===== src/rtl/pong_pkg.sv =====
// ============================================================================
// pong_pkg : shared constants and types for the Pong input sequencer
// Revision : 1.0
// ============================================================================
`default_nettype none

package pong_pkg;

  localparam int CLK_HZ           = 25_000_000;
  // 10 ms of stable level before a button change is accepted
  localparam int DEBOUNCE_DEFAULT = CLK_HZ / 100;

  localparam logic [1:0] DIR_NONE = 2'b00;
  localparam logic [1:0] DIR_UP   = 2'b01;
  localparam logic [1:0] DIR_DOWN = 2'b10;

  typedef enum logic [0:0] {
    IDLE = 1'b0,
    REQ  = 1'b1
  } seq_state_t;

endpackage

`default_nettype wire


===== src/rtl/button_debounce.sv =====
// ============================================================================
// button_debounce : two-flop synchroniser plus hold-time debouncer
// Revision : 1.0
// ============================================================================
`default_nettype none

module button_debounce #(
  parameter int DEBOUNCE_CYCLES = 250_000,
  parameter int CNT_W           = 18
) (
  input  logic clk,
  input  logic rst,
  input  logic btn_raw,
  output logic stable
);

  logic             sync_1;
  logic             sync_2;
  logic [CNT_W-1:0] cnt;

  always_ff @(posedge clk) begin
    if (rst) begin
      sync_1 <= 1'b0;
      sync_2 <= 1'b0;
      stable <= 1'b0;
      cnt    <= '0;
    end else begin
      sync_1 <= btn_raw;
      sync_2 <= sync_1;
      // any return to the accepted level restarts the hold window
      if (sync_2 == stable) begin
        cnt <= '0;
      end else if (cnt == CNT_W'(DEBOUNCE_CYCLES - 1)) begin
        stable <= sync_2;
        cnt    <= '0;
      end else begin
        cnt <= cnt + CNT_W'(1);
      end
    end
  end

endmodule

`default_nettype wire


===== src/rtl/pong_input_sequencer.sv =====
// ============================================================================
// pong_input_sequencer : per-frame paddle sampling and update handshake
// Revision : 1.0
// ============================================================================
`default_nettype none

module pong_input_sequencer
  import pong_pkg::*;
#(
  parameter int DEBOUNCE_CYCLES = DEBOUNCE_DEFAULT,
  parameter int CNT_W           = 18
) (
  input  logic       CLK_25MHZ,
  input  logic       RESET,
  input  logic       BTN_UP,
  input  logic       BTN_DOWN,
  input  logic       VBLANK,
  input  logic       UPDATE_ACK,
  output logic       UPDATE_REQ,
  output logic [1:0] DIR,
  output logic [7:0] FRAME_CNT,
  output logic       OVERRUN
);

  logic       up_stable;
  logic       down_stable;
  logic       vb_d;
  logic       frame_edge;
  logic [1:0] dir_decoded;
  seq_state_t state;
  seq_state_t next_state;
  logic       capture;
  logic       overrun_set;

  button_debounce #(
    .DEBOUNCE_CYCLES (DEBOUNCE_CYCLES),
    .CNT_W           (CNT_W)
  ) u_debounce_up (
    .clk     (CLK_25MHZ),
    .rst     (RESET),
    .btn_raw (BTN_UP),
    .stable  (up_stable)
  );

  button_debounce #(
    .DEBOUNCE_CYCLES (DEBOUNCE_CYCLES),
    .CNT_W           (CNT_W)
  ) u_debounce_down (
    .clk     (CLK_25MHZ),
    .rst     (RESET),
    .btn_raw (BTN_DOWN),
    .stable  (down_stable)
  );

  assign frame_edge = VBLANK & ~vb_d;

  always_comb begin
    dir_decoded = DIR_NONE;
    case ({up_stable, down_stable})
      2'b10:   dir_decoded = DIR_UP;
      2'b01:   dir_decoded = DIR_DOWN;
      default: dir_decoded = DIR_NONE;
    endcase
  end

  always_comb begin
    next_state  = state;
    capture     = 1'b0;
    overrun_set = 1'b0;
    case (state)
      IDLE: begin
        if (frame_edge) begin
          next_state = REQ;
          capture    = 1'b1;
        end
      end
      REQ: begin
        // ack and edge together hand over straight to the next frame
        if (frame_edge && UPDATE_ACK) begin
          capture = 1'b1;
        end else if (frame_edge) begin
          overrun_set = 1'b1;
        end else if (UPDATE_ACK) begin
          next_state = IDLE;
        end
      end
      default: next_state = IDLE;
    endcase
  end

  always_ff @(posedge CLK_25MHZ) begin
    if (RESET) begin
      state     <= IDLE;
      vb_d      <= 1'b1;
      DIR       <= DIR_NONE;
      FRAME_CNT <= 8'd0;
      OVERRUN   <= 1'b0;
    end else begin
      state <= next_state;
      vb_d  <= VBLANK;
      if (capture) begin
        DIR       <= dir_decoded;
        FRAME_CNT <= FRAME_CNT + 8'd1;
      end
      if (overrun_set) begin
        OVERRUN <= 1'b1;
      end
    end
  end

  assign UPDATE_REQ = (state == REQ);

endmodule

`default_nettype wire


===== config.mk =====
export PLATFORM = sky130hd
export DESIGN_NAME = pong_input_sequencer
export DESIGN_NICKNAME = d
export VERILOG_FILES = /design/src/rtl/pong_pkg.sv /design/src/rtl/button_debounce.sv /design/src/rtl/pong_input_sequencer.sv
export SDC_FILE = /design/constraint.sdc
export NUM_CORES = 1
export LEC_CHECK = 0
export CORE_ASPECT_RATIO = 2
export CORE_MARGIN = 2
export CORE_UTILIZATION = 62
export CTS_BUF_LIST = sky130_fd_sc_hd__clkbuf_4 sky130_fd_sc_hd__clkbuf_8 sky130_fd_sc_hd__clkbuf_16
export CTS_CLUSTER_DIAMETER = 120
export DETAILED_ROUTE_END_ITERATION = 10
export HOLD_SLACK_MARGIN = 0.15
export PLACE_DENSITY = 0.84
export SETUP_SLACK_MARGIN = 0.05
export SLEW_MARGIN = 20
export SYNTH_ARGS = -nofsm -noshare
export SYNTH_HDL_FRONTEND = slang
export SYNTH_SLANG_ARGS = --single-unit
export TNS_END_PERCENT = 1

===== constraint.sdc =====
create_clock -name CLK_25MHZ -period 3.7 [get_ports CLK_25MHZ]
set_input_delay 0.37 -clock CLK_25MHZ [delete_from_list [all_inputs] [get_ports CLK_25MHZ]]
set_output_delay 0.37 -clock CLK_25MHZ [all_outputs]
set_load 0.1 [all_outputs]

==> results.yml <==
worst_setup_path:
  worstSetupPathType: "flop to output pin"
  crit_required_ns: 3.33
  critPathLaunchType: "flop"
  slowest_delay_ns: 1.17
  cp_data_arrival_time_ns: 1.90
  path_cells: "clkdlybuf4s50_1"
  worstPathMaxFanout: 5
  crit_family: "buffers and inverters"
  slowest_stage: "clkdlybuf4s50_1"
  cp_num_buf_inv: 1
  critical_path.startpoint: "FRAME_CNT[3]"
  worst_setup_path_end_kind: "output pin"
  worstReg2RegStart: "u_debounce_down.cnt[0]"
route:
  viasPerCell: 5.58
  routed_wl_mm: 4.32
  route.detailed.drc: 0
  routedWlPerCell_um: 12.7
  dr_total_vias: 1892
  first_pass_iters: 4
  drt_iter0_markers: 23
  drtAntennaViolNets: 0
yosys:
  ys_top_cells_by_count: "55 x dfxtp_1, 46 x nor2_1, 23 x xnor2_1"
  ys_warn_count: 0
  synth_edf_count: 0
  synthCells: 271
  ys.flop_type: "dfxtp_1"
  synth_top_cell_area_share_pct: 45.6
  async_flop_share_pct: 0
  synth_most_common_cell: "dfxtp_1"
  ys_seq_area_share_pct: 45.6
  post-synth-top-area-cell: "dfxtp_1"
  netlist_top_cells_area: "dfxtp_1 46%, xnor2_1 8.3%, nor2_1 7.2%"
  syn_area_mm2: 0.00241
  avgSynthCellArea_um2: 8.91
  ys_ff_latch: 55
  synth_cell_types: 37
  syn-num-nets: 280
cts:
  cts_setup_buffers: 0
  cts.reportedPaths.clkPinSlew_ns: 0.09
  cts_resized: 0
  clock_latency_ns: 0.31
  clock_sinks: 55
  tritoncts: "yes"
  cts_root_buf: "clkbuf_8"
  cts_made_buffers: 5
  htreeDepth: 2
  cts_buffer_depth: 2
  hold_buffers: 0
min_path:
  hp-class: "flop to flop"
  hold_start: "u_debounce_down.sync_1"
sta:
  setup_slack_ns: 1.43
  max_clock_freq_ghz: 0.441
  hold_violations: 0
  final.setup.tns_ns: 0
  finalClockSkew_ns: 0.00900
  period_minus_slack_ns: 2.27
  tightest_slew_ns: 0.971
  hold_slack_ns: 0.455
  grt_setup_unrepaired: "false"
  report.final.slew_viol_count: 0
  slew_headroom_pct: 35.1
  finalSetupViolCount: 0
  fin_crit_sh_pct: 61.3
die:
  boundaryPins: 18
  initial_core_util_pct: 63.5
  fp.coreArea_mm2: 0.00380
  die_w_um: 48.1
  fp-row-count: 32
  die_area_mm2: 0.00444
  die_h_um: 92.3
pwr:
  ir_worst_vdd_mv: 0.390
  leakage_nw: 0.827
  power_density_mw_per_mm2: 374
placement:
  place_ws_ns: 1.71
  gp_congestion: 0.836
  port_buffers: 17
  post-dp-hpwl_mm: 3.23
global_route:
  globalRouteMet3Util_pct: 5.51
  grtUsageMet1_pct: 23.0
  grt-ovfl-total: 0
  busiest_layer: "met2"
  grt_pass1_wl_mm: 7.45
  use_met2_pct: 40.7
  grt_util_all_layers_pct: 22.8
  antenna_found_initial: 0
  grt_max_degree: 26
  first_global_vias: 1828
status:
  status: "complete, no violations"
layout:
  nFillCells: 306
  num-nets-final: 297
  drive_above_1_share_pct: 5.56
  n_antenna_cell: 0
  area_growth_pct: 12.8
job:
  cap_violations: 0
==> layout by cell type, fill, tap and decap left out, types with 2 or more instances in the layout <==
master / instances
nand4_2: 2
o41ai_1: 3
nand3_1: 18
nor3_1: 8
inv_1: 7
nor2_1: 46
buf_4: 2
nand4_1: 9
nand2_1: 16
nand3b_1: 2
xnor2_1: 23
and4_1: 3
and2_1: 2
ha_1: 3
xor2_1: 11
nand2b_1: 5
a21oi_1: 9
or4b_1: 2
or4_1: 2
clkbuf_8: 5
mux2_2: 2
dfxtp_1: 55
nor2b_1: 9
nor4_1: 9
nor4b_1: 2
or3_1: 3
clkdlybuf4s50_1: 17
o21ai_0: 3
==> cells by family after synthesis <==
family                     synth area share (%)
AOI/OAI and AO/OA                          5.29
buffers and inverters                      3.01
muxes                                      1.35
adders and majority gates                  1.55
and+or+nand+nor                            30.9
DFF                                        45.6
xor gates and xnor gates                   12.3
==> sequential cells by signal (all words and copies together), names as in the netlist <==
register / count
u_debounce_up.cnt: 18
OVERRUN: 1
u_debounce_up.sync_1: 1
UPDATE_REQ: 1
u_debounce_down.stable: 1
FRAME_CNT: 8
DIR: 2
u_debounce_up.stable: 1
vb_d: 1
u_debounce_down.cnt: 18
u_debounce_down.sync_2: 1
u_debounce_up.sync_2: 1
u_debounce_down.sync_1: 1
==> power by group <==
group | switching [mW] | internal [mW] | leakage (nW)
logic | 0.0227 | 0.0138 | 0.328
clock network | 0.177 | 0.206 | 0.0547
registers | 0.00314 | 0.596 | 0.444
==> routing by layer <==
| layer | vias up | wire (um) |
|---|---|---|
| met5 | - | 0 |
| met4 | 0 | 110 |
| met3 | 7 | 94 |
| met2 | 18 | 2450 |
| met1 | 895 | 1660 |
| li1 | 972 | - |
==> final timing paths <==
| check | to | slack (ns) | cells past startpoint |
|---|---|---|---|
| setup / recovery | FRAME_CNT[3] | 1.43 | 1 |
| hold / removal | u_debounce_down.sync_2 | 0.45 | 1 |
| setup reg to reg | u_debounce_down.cnt[4] | 1.72 | 6 |
| hold reg to reg | u_debounce_down.sync_2 | 0.45 | 1 |
==> area by class of cell <==
class	instances	area, um2	share of cell area [%]
clock buffers	6	76.3	2.80
flip-flops and latches	55	1100	40.4
repair buffers	19	185	6.80
inverters	7	26.3	0.965
well taps	51	63.8	2.34
clock inverters	1	30.0	1.10
multi-input cells	200	1240	45.6
==> metrics by stage <==
stage / util [%] / power (mW) / area [um2] / std cells
2_1_floorplan: - / 0.637 / 2410 / 271
3_3_place_gp: 68.8 / 0.649 / 2620 / 332
3_5_place_dp: 68.8 / 0.650 / 2620 / 332
4_1_cts: 71.6 / 1.03 / 2720 / 339
5_1_grt: 71.6 / 1.05 / 2720 / 339
6_report: 71.6 / 1.02 / 2720 / 339
Power figures use the tool's default switching activity.
==> patch 1 (same flow settings) <==
`CNT_W` is set to 18 in 2 places; all go to 20.
--- a/src/rtl/button_debounce.sv
+++ b/src/rtl/button_debounce.sv
@@ -7,5 +7,5 @@
 module button_debounce #(
   parameter int DEBOUNCE_CYCLES = 250_000,
-  parameter int CNT_W           = 18
+  parameter int CNT_W           = 20
 ) (
   input  logic clk,
--- a/src/rtl/pong_input_sequencer.sv
+++ b/src/rtl/pong_input_sequencer.sv
@@ -9,5 +9,5 @@
 #(
   parameter int DEBOUNCE_CYCLES = DEBOUNCE_DEFAULT,
-  parameter int CNT_W           = 18
+  parameter int CNT_W           = 20
 ) (
   input  logic       CLK_25MHZ,
Formal check against the unedited RTL: same outputs for any inputs over 10 cycles, from zero or initial values and one cycle with RESET high; that may be too few to reach the edited logic, so the function may still have changed.
==> patch 1 against the unedited design <==
  * Die area grew 6.4%
  * Clock skew is 0.0018 ns lower
  * Via count up 9.9%
  * Non-clock buffer count decreased by 2
  * First-iteration DRC count increased to 2.7 times the old value
  * Wire length increased by 20%
  * Worst setup slack lost 0.059 ns
  * Area after synthesis increased by 6.8%
  * Global-route usage rose by 1.7 points
  * Hold slack better by 0.011 ns
  * Final area grew 10%
  * Critical path type unchanged
  * Largest power group is now clock
  * Sequential cell count up 4
  * Power increased by 31%
==> patch 1: results (changes against the unedited design) <==
Clock-pin slew on the worst setup and hold paths - 0.07 ns (-0.02 ns)
Pint - 1.05 mW (+29%)
Placed cell area - 2770 um^2 (+5.8%)
Routed vias - 2,079 (+9.9%)
Placed cell count - 349 (+5.1%)
Vias in the first global route - 2,015 (+10%)
Latest clock arrival within the worst-skew pair - 0.34 ns (+0.03 ns)
H-tree lvl count - 3 (+1)
Post-synthesis cell area - 2580 um^2 (+6.8%)
First-pass GRT wire length - 8780 um (+18%)
Multi-input logic area - 1310 um^2 (+5.7%)
Clock network share of area - 0.0756 (+0.0365)
Final cell count without fillers - 365 (+7.7%)
Most frequent cells after synthesis - dfxtp_1, nor2_1, xnor2_1
Setup Skew - 0.00718 ns (-0.00182 ns)
CLK BUF - 10 (+4)
VDD IR-drop max - 0.349 mV (-11%)
Leakage Power - 0.907 nW (+9.7%)
Post-DP HPWL - 3590 um (+11%)
Status - finished clean
WP data arrival - 1.96 ns (+0.06 ns)
Largest net degree at the start of global routing - 25 (-3.8%)
Fill cell count - 311 (+1.6%)
Nets@finish - 317 (+6.7%)
Mapped Cells - 289 (+6.6%)
Sequential area share after synthesis - 0.458 (+0.00185)
Seq pwr share - 0.482 (-0.106)
Area Growth Syn to Fin - 16.1%
Data buffer area share - 0.0568 (-0.0112)
Non-Clock Inverter Count - 11 (+4)
Count of multi-input gates - 210 (+5.0%)
Clock power share - 0.491 (+0.115)
## patch 1: cell types whose count changed in the layout (fill, tap and decap cells not counted), sizes merged, moves of 5 or more
cell,unedited run,this run
nand3,19,14
or4,2,7
a21oi,9,17
o21ai,3,9
## patch 1: kinds of logic (layout without fill, tap and decap cells)
family	Yosys count	count (layout)	synth area share
adder cells (fa/ha/maj)	3	3	0.0146
multiplexers	2	2	0.00824
AO/OA/AOI/OAI	35	35	0.0868
flip-flops	59	59	0.458
AND/OR/NAND/NOR	137	137	0.287
buffers and inverters	20	44	0.0335
XOR/XNOR	33	33	0.112
## patch 1: layer usage
layer	wire [um]	part of all wire	GRT usage
met1	2040	0.39	0.248
met2	2920	0.56	0.444
met3	126	0.024	0.0627
met4	104	0.020	0.139
met5	0	0	0
## patch 1: final timing paths
kind / to / slack (ns)
worst max-delay path: FRAME_CNT[3] / 1.37
worst min-delay path: u_debounce_down.sync_2 / 0.47
worst max register to register: u_debounce_up.cnt[18] / 1.63
worst min register to register: u_debounce_down.sync_2 / 0.47
==> patch 2 (same flow settings) <==
Without the edit above. Add an input register stage for `BTN_UP` and `BTN_DOWN`, cleared by the reset; this delays them by one clock. The other inputs are not delayed to match.
--- a/src/rtl/pong_input_sequencer.sv
+++ b/src/rtl/pong_input_sequencer.sv
@@ -23,4 +23,17 @@
 );
 
+  logic BTN_UP_q;
+  logic BTN_DOWN_q;
+
+  always_ff @(posedge CLK_25MHZ) begin
+    if (RESET) begin
+      BTN_UP_q   <= '0;
+      BTN_DOWN_q <= '0;
+    end else begin
+      BTN_UP_q   <= BTN_UP;
+      BTN_DOWN_q <= BTN_DOWN;
+    end
+  end
+
   logic       up_stable;
   logic       down_stable;
@@ -39,5 +52,5 @@
     .clk     (CLK_25MHZ),
     .rst     (RESET),
-    .btn_raw (BTN_UP),
+    .btn_raw (BTN_UP_q),
     .stable  (up_stable)
   );
@@ -49,5 +62,5 @@
     .clk     (CLK_25MHZ),
     .rst     (RESET),
-    .btn_raw (BTN_DOWN),
+    .btn_raw (BTN_DOWN_q),
     .stable  (down_stable)
   );
Behaviour: same outputs for any inputs over 10 cycles, from zero or initial values and one cycle with RESET high; that may be too few to reach the edited logic, so the function may still have changed.
==> patch 2 against the unedited design <==
  * Area after synthesis is 2.2% higher
  * Die area grew 2.1%
  * Power is 24% higher
  * Largest cell class unchanged
  * Clock power is 59% higher
  * Wire length grew 8.9%
  * Sequential cell count rose by 2
  * Largest power group unchanged
  * Final area grew 4.8%
  * Worst setup slack got worse by 0.0012 ns
==> patch 2: results (changes against the unedited design) <==
Largest cells by area after synthesis - dfxtp_1, nor2_1, xnor2_1
Worst Path Max Fanout - 4 (-1)
GPL Wtd Cong - 0.805 (-3.7%)
Place WS - 1.62 ns (-0.0938 ns)
Worst slew margin - 0.338 (-0.0123)
Sequential area share after synthesis - 0.462 (+0.00628)
Vias in the first global route - 1,910 (+4.5%)
VDD IR-drop max - 0.459 mV (+18%)
Setup Skew - 0.00802 ns (-0.000979 ns)
Synth unique cells - 36 (-2.7%)
Most frequent cells after synthesis - dfxtp_1, nor2_1, xnor2_1
Routed vias - 1,916 (+1.3%)
Mapped Cells - 273 (+0.74%)
Vias per inst - 5.54 (-0.78%)
Syn nets - 282 (+0.71%)
Latest clock arrival within the worst-skew pair - 0.33 ns (+0.02 ns)
Leakage Power - 0.881 nW (+6.6%)
Critical path's top delay family - buffers and inverters
Clock-pin slew on the worst setup and hold paths - 0.06 ns (-0.03 ns)
CTS Buf Count - 9 (+4)
Status - finished clean
Fraction of layout cells with a size suffix above 1 - 0.0847 (+0.0292)
H-tree lvl count - 3 (+1)
Placed cell count - 330 (-0.60%)
Post-DP HPWL - 3270 um (+1.3%)
Nets@finish - 299 (+0.67%)
Clk root buf - clkbuf_8
Hold WC Path Type - reg -> reg
Core footprint - 3840 um^2 (+1.1%)
Largest net degree at the start of global routing - 27 (+3.8%)
Initial drt markers - 29 (+26%)
Routed len/inst - 13.6 um (+6.7%)
Placed cell area - 2640 um^2 (+0.86%)
Total global-route track usage - 0.237 (+0.00835)
Post-CTS Resized - 0 (unchanged)
First-pass GRT wire length - 8220 um (+10%)
patch 2: changes by cell type after synthesis, sizes merged, moves of 3 or more:
cell,unedited run,this run
inv,7,3
xor2,11,17
nand4,11,14
xnor2,23,18
o21ai,3,8
o41ai,4,1
patch 2: worst paths after layout:
kind,startpoint,slack (ns),end,cells after the start
setup / recovery,FRAME_CNT[0],1.43,FRAME_CNT[0],1
setup reg to reg,u_debounce_up.cnt[0],1.66,u_debounce_up.cnt[14],5
hold / removal,BTN_UP_q,0.45,u_debounce_up.sync_1,1
hold reg to reg,BTN_UP_q,0.45,u_debounce_up.sync_1,1
patch 2: cell families after synthesis:
group / synth area share
buffers and inverters: 0.0299
AOI/OAI and AO/OA: 0.0623
xor gates and xnor gates: 0.124
muxes: 0.00862
DFF: 0.462
and+or+nand+nor: 0.298
adders and majority gates: 0.0152
patch 2: power breakdown:
part | internal (mW) | switching [mW] | leakage [nW]
Clock | 0.380 | 0.229 | 0.114
Sequential | 0.619 | 0.00289 | 0.461
Combinational | 0.0126 | 0.0220 | 0.307
Total | 1.01 | 0.254 | 0.881
patch 2: final cells by class:
type	count	area, um^2
inverter	3	11.3
fill	321	988
clock inverter	2	35.0
timing repair buffer	17	170
multi-input combinational	202	1250
clock buffer	14	180
sequential	57	1140
tap	51	63.8
patch 2: layer usage:
metal | vias up | global-route usage | wire length [um]
met4 | 0 | 0.143 | 150
met2 | 22 | 0.436 | 2650
met3 | 13 | 0.0655 | 108
li1 | 977 | - | -
met1 | 904 | 0.227 | 1790
met5 | - | 0 | 0
patch 2: stage by stage:
step	power, mW	hold slack [ns]
after floorplan	0.659	0.414
after global placement	0.669	0.423
after detailed placement	0.669	0.432
after CTS	1.28	0.450
after global routing	1.31	0.466
final	1.27	0.445
